## config.mk

```make
export PLATFORM = sky130hd
export DESIGN_NAME = id_bypass_stage
export DESIGN_NICKNAME = d
export VERILOG_FILES = /design/src/rtl/id_bypass_stage.sv
export SDC_FILE = /design/constraint.sdc
export NUM_CORES = 1
export LEC_CHECK = 0
export CAP_MARGIN = 20
export CORE_AREA = 2 2 161 163
export CTS_CLUSTER_SIZE = 40
export DETAILED_ROUTE_END_ITERATION = 10
export DIE_AREA = 0 0 163 165
export PLACE_DENSITY = 0.68
export SYNTH_ARGS = -nofsm -noshare
export SYNTH_HDL_FRONTEND = slang
export SYNTH_SLANG_ARGS = --single-unit
```

## constraint.sdc

```tcl
create_clock -name clk -period 8.1 [get_ports clk]
set_clock_uncertainty 0.1 [all_clocks]
set_input_delay 1.62 -clock clk [delete_from_list [all_inputs] [get_ports clk]]
set_output_delay 1.62 -clock clk [all_outputs]
set_load 0.05 [all_outputs]
```

## src/rtl/id_bypass_stage.sv

```systemverilog
// id_bypass_stage: IF->ID pipeline register with operand forwarding and load-use stall detection
module id_bypass_stage #(
    parameter int BUS_W   = 64,
    parameter int XLEN    = 32,
    parameter int NRS     = 2,
    parameter int NUM_FWD = 3,
    parameter int CNT_W   = 16
)(
    input  logic                    clk,
    input  logic                    rst,
    input  logic                    if_validout,
    input  logic                    ex_allowin,
    input  logic                    flush,
    input  logic [BUS_W-1:0]        if_to_id_bus,
    output logic                    id_allowin,
    output logic                    id_validout,
    output logic [BUS_W-1:0]        id_bus_q,
    input  logic [NRS-1:0]          rs_en,
    input  logic [NRS*5-1:0]        rs_addr,
    input  logic [NRS*XLEN-1:0]     rf_rdata,
    input  logic [NUM_FWD-1:0]      fwd_valid,
    input  logic [NUM_FWD-1:0]      fwd_we,
    input  logic [NUM_FWD*5-1:0]    fwd_dest,
    input  logic [NUM_FWD-1:0]      fwd_ready,
    input  logic [NUM_FWD*XLEN-1:0] fwd_data,
    output logic [NRS*XLEN-1:0]     rs_value,
    output logic [CNT_W-1:0]        stall_cnt,
    input  logic                    stall_clr
);
    logic           valid;
    logic           readygo;
    logic [NRS-1:0] hazard;

    // Pick the youngest matching producer per source; scanning oldest-first lets younger ones override
    always_comb begin
        rs_value = rf_rdata;
        hazard   = '0;
        for (int i = 0; i < NRS; i++) begin
            for (int j = NUM_FWD - 1; j >= 0; j--) begin
                if (rs_en[i] && rs_addr[i*5 +: 5] != 5'd0 && fwd_valid[j] && fwd_we[j] &&
                    fwd_dest[j*5 +: 5] == rs_addr[i*5 +: 5]) begin
                    rs_value[i*XLEN +: XLEN] = fwd_data[j*XLEN +: XLEN];
                    hazard[i] = ~fwd_ready[j];
                end
            end
        end
    end

    assign readygo     = ~(valid & |hazard);
    assign id_allowin  = ~valid | (readygo & ex_allowin);
    assign id_validout = valid & readygo & ~flush;

    // Valid bit: flush kills the held and incoming bundle, otherwise advance on allowin
    always_ff @(posedge clk or posedge rst) begin
        if (rst)
            valid <= 1'b0;
        else if (flush)
            valid <= 1'b0;
        else if (id_allowin)
            valid <= if_validout;
    end

    // Bus register only captures a bundle that is actually accepted
    always_ff @(posedge clk or posedge rst) begin
        if (rst)
            id_bus_q <= '0;
        else if (if_validout & id_allowin & ~flush)
            id_bus_q <= if_to_id_bus;
    end

    // Saturating hazard-stall counter; clear beats increment, flushed cycles are not counted
    always_ff @(posedge clk or posedge rst) begin
        if (rst)
            stall_cnt <= '0;
        else if (stall_clr)
            stall_cnt <= '0;
        else if (valid & ~readygo & ~flush & ~&stall_cnt)
            stall_cnt <= stall_cnt + CNT_W'(1);
    end
endmodule
```

* Word level (Yosys, flattened, before mapping)
Index checks and enable logic that the tools add are counted.
** Cells by class
- Add/subtract/negate cells :: 1
- Multiply operators :: 0
- Div/mod/pow operators :: 0
- Order comparisons :: 0
- Equal/unequal tests :: 6
- Shift operators :: 0
- Multiplexer cells :: 16
- Bitwise operators :: 16
- Reductions and logical operators :: 27
** Operators with widths (number)
- 32-bit two-way mux :: 6
- 16-bit two-way mux :: 2
- 5-bit == test :: 6
- 1-bit logical AND :: 20
- 16-bit by 1-bit adder with 16-bit output (second input constant) :: 1
- 16-bit AND reduction :: 1
- 5-bit nonzero test :: 2
- 1-bit AND :: 9
- 1-bit two-way mux :: 8
- 1-bit inverter :: 6
- 2-bit nonzero test :: 2
- 2-bit OR reduction :: 1
- 1-bit logical NOT :: 1
- 1-bit bitwise OR :: 1
** Word-level totals
- Register bits :: 81
- Bits in latches :: 0
- Bits in writable memories :: 0
- Bits in read-only memories :: 0
- Memories :: 0

* Logic depth before layout (Yosys ltp)
- Depth in word-level cells :: 15
- Gate-level depth with buffers :: 9
- Mapped depth without buffers :: 8

* Worst setup path after synthesis
No wires, ideal clock.
- Path type :: in2out
- Start point :: in rs_addr[5]
- End point :: out id_allowin
- Arrival time :: 4.231 ns
- Required time :: 6.380 ns
- Setup slack :: 2.149 ns
- Stages on the path :: 7
- Path buffers :: 1
- Cells stage by stage :: nor3_1 > a21bo_1 > or4_4 > and3_1 > o21ba_1 > clkbuf_1 > o31ai_1
** Between the ends
- Cells in the longest elaborated chain, start to end :: 13
- Elaborated cells between the ends (all ways) :: 22
- Classes of those cells :: 3 x eq/ne; 3 x mux; 4 x bitwise; 12 x reduce/logical
** RTL lines
- start: declaration :: RTL line 19 : input logic [NRS*5-1:0] rs_addr,
- 5-bit nonzero test :: RTL line 40 : if (rs_en[i] && rs_addr[i*5 +: 5] != 5'd0 && fwd_valid[j] && fwd_we[j] &&
- 1-bit logical AND (4 in series) :: RTL line 40
- 1-bit two-way mux (2 in series) :: RTL line 40
- 1-bit two-way mux * :: RTL line 40
- 2-bit OR reduction * :: RTL line 49 : assign readygo = ~(valid & |hazard);
- 1-bit AND * :: RTL line 49
- 1-bit inverter * :: RTL line 49
- 1-bit AND * :: RTL line 50 : assign id_allowin = ~valid | (readygo & ex_allowin);
- 1-bit bitwise OR * :: RTL line 50
- end: declaration :: RTL line 15 : output logic id_allowin,
Mark *: on every way between the ends. The rest lies on a longest branch, timed or not.

* Final worst setup path
- Start point :: in rs_addr[1]
- End point :: out rs_value[15]
** Between the ends
- Cells in the longest elaborated chain, start to end :: 8
- Elaborated cells between the ends (all ways) :: 17
- Classes of those cells :: 3 x eq/ne; 3 x mux; 11 x reduce/logical
** RTL lines
- 5-bit nonzero test :: RTL line 40
- 1-bit logical AND (4 in series) :: RTL line 40
- 32-bit two-way mux (2 in series) :: RTL line 40
- 32-bit two-way mux * :: RTL line 40
- end: declaration :: RTL line 26 : output logic [NRS*XLEN-1:0] rs_value,
Marked as above.

==> flow_summary.toml <==
[clock_network]
tritoncts = "built"
clock_sinks = 81
cts_max_level = 3
postCtsSetupBuffers = 0
clockBufferDepth = 2
clock_latency_ps = 340
clk_pin_slew_worst_paths_ps = 70
post_cts_resized = 0
cts-root-buf = "clkbuf_16"
ctsHoldBuffers = 0
numCtsBuffers = 9

[global_route]
grt_first_pass_wirelength_mm = 60.6
grt_pass1_vias = 9447
grt_max_degree = 99
track_usage = 0.298
grt_antenna_before_repair = 3
grt_overflow = 0

[yosys]
synth_cell_types = 47
synth_edf_count = 0
syn_area_um2 = 8180
synth_cells = 1131
synth-seq-cells = 81
ys.flop_type = "dfrtp_1"
async_flop_share = 1.00
yosysSeqAreaShare = 0.248
syn_nets = 1398
yosysWarnings = 0
syn_avg_cell_area_um2 = 7.23

[sta]
setup_ws_ps = 1060
fmax_mhz = 142
tightestPinTransition_ps = 1040
hold_slack_ps = 474
slew_headroom = 0.305
hold_viol_final = 0
tns_ps = 0
period_share = 0.869
drv_slew = 0
rsz0062_at_grt = "false"
finalSetupViolations = 0
post-route-min-period_ps = 7040

[critical_path]
path_delay_family = "buffers and inverters"
worst-setup-path-type = "in2out"
max_stage_delay_ps = 810
r2r-start = "valid"
crit_arrival_ps = 5320
rr_worst_depth = 5
path_common_cell = "buf_4"
start_kind = "input pin"
cp-end-kind = "output pin"
r2r_end = "id_bus_q[13]"
rrSetupSlack_ps = 5280
crit_chain = "clkdlybuf4s50_1, or4_1, o211ai_1, nor4_2, buf_4, buf_4, mux2i_1, nor2_1, a21oi_1, o21ai_0, buf_4, clkdlybuf4s50_1"
cpMaxStageDelayCell = "clkdlybuf4s50_1"
cp_num_buf_inv = 5
crit_fanout = 22
crit_required_ps = 6380

[cells_and_area]
final_nets = 1731
area_growth_pct = 56.5
drive_above_1_share = 0.0477

[run_status]
status = "complete, no violations"

[pwr]
power_density_nw_per_um2 = 148
max-vdd-ir-drop_v = 0.000131
power_mw = 1.90
leakage_nw = 5.04

[placement]
gp_congestion = 0.983
portBuffers = 411
preCtsSetupSlack_ps = 1110
dpl.hpwl_mm = 31.2

[route]
wl_per_cell_um = 23.2
drc = 0
routed_wl_mm = 41.9
drtIter0Drc = 912
via_per_inst = 5.63
drtAntennaViolNets = 0
first_pass_iters = 6
vias = 10139

[min_path]
holdCritStartpoint = "id_bus_q[3]"
whs_path_depth = 2
hold_path_end = "id_bus_q[3]"
hold_path.class = "reg2reg"

[die]
die_h_um = 165
die-area_um2 = 26900
num_rows = 58
core_area_um2 = 25000
start_util = 0.327
io_pins = 412
dieWidth_um = 163

[job]
cap_violations = 0
-- cells in the mapped netlist, types with 15 or more instances --
| cell type | instances | area, um2 |
|---|---|---|
| clkbuf_1 | 88 | 330 |
| xnor2_1 | 23 | 201 |
| nor3b_1 | 34 | 255 |
| nand2_1 | 136 | 510 |
| a21o_1 | 33 | 248 |
| a21oi_1 | 132 | 661 |
| nand3_1 | 43 | 215 |
| nand2b_1 | 33 | 206 |
| o211ai_1 | 37 | 278 |
| nor2b_1 | 15 | 93.8 |
| a211oi_1 | 39 | 293 |
| o21ai_0 | 97 | 485 |
| mux2i_1 | 64 | 641 |
| buf_2 | 15 | 75.1 |
| a211o_1 | 33 | 289 |
| nor2_1 | 82 | 308 |
| and3_1 | 67 | 419 |
| dfrtp_1 | 81 | 2030 |
-- cells by family after synthesis --
family	Yosys count	synth area share
and+or+nand+nor	441	0.273
AOI/OAI and AO/OA	385	0.292
buffers and inverters	115	0.0560
DFF	81	0.248
muxes	78	0.0976
xor gates and xnor gates	30	0.0321
adders and majority gates	1	0.00153
-- report_power, final --
group	internal (mW)	switching [mW]
sequential	0.468	0.0655
combinational	0.372	0.556
clock	0.250	0.184
total	1.09	0.805
-- per-layer routing --
metal  track usage  up-vias  share of wire
met4        0.0921        2          0.030
met1         0.376     4876           0.41
met3        0.0766       65          0.082
met5             0        -        0.00031
met2         0.500      422           0.48
li1              -     4774              -
-- flip-flops by register name (all words and copies together), names as in the netlist --
name	cells
valid	1
id_bus_q	64
stall_cnt	16
-- metrics by stage --
step,cells,instance area [um2],utilization
2_1_floorplan,1131,8180,-
3_3_place_gp,1783,12500,0.499
3_5_place_dp,1783,12500,0.499
4_1_cts,1799,12800,0.511
5_1_grt,1801,12800,0.511
6_report,1801,12800,0.511
-- worst min-delay path, stage by stage, from the launching register on --
cell and delay, ps:
dfrtp_1 380, a21oi_1 80, o211ai_1 80
-- placed cells by master (no fill, tap or decap), types with 4 or more instances in the layout --
cell / count
a211o_1: 33
a211oi_1: 39
a21o_1: 33
a21oi_1: 132
and3_1: 67
buf_4: 21
clkbuf_16: 9
clkdlybuf4s50_1: 410
dfrtp_1: 80
mux2_2: 11
mux2i_1: 64
nand2_1: 136
nand2b_1: 32
nand3_1: 43
nand4_1: 8
nor2_1: 81
nor2b_1: 14
nor3_1: 4
nor3b_1: 34
o211ai_1: 37
o21ai_0: 97
or4_1: 4
xnor2_1: 23
xor2_1: 7
-- worst max path at each step --
stage	startpoint	to	slack [ps]	depth (start not counted)
6_report	rs_addr[1]	rs_value[15]	1060	12
5_1_grt	rs_addr[2]	rs_value[15]	920	12
4_1_cts	rs_addr[1]	rs_value[15]	1090	12
3_5_place_dp	rs_addr[1]	rs_value[15]	1110	12
3_3_place_gp	rs_addr[1]	rs_value[15]	1090	12
2_1_floorplan	rs_addr[5]	id_allowin	2150	7
-- cell type report --
type | instances | area (um2)
fillers | 2457 | 12200
multi-input cells | 935 | 5750
repair buffers | 433 | 4290
flip-flops and latches | 81 | 2030
well taps | 330 | 413
clock buffers | 11 | 243
clock inverters | 5 | 61.3
inverters | 4 | 16.3
diodes | 2 | 5.00
(Power assumes the default switching activity.)
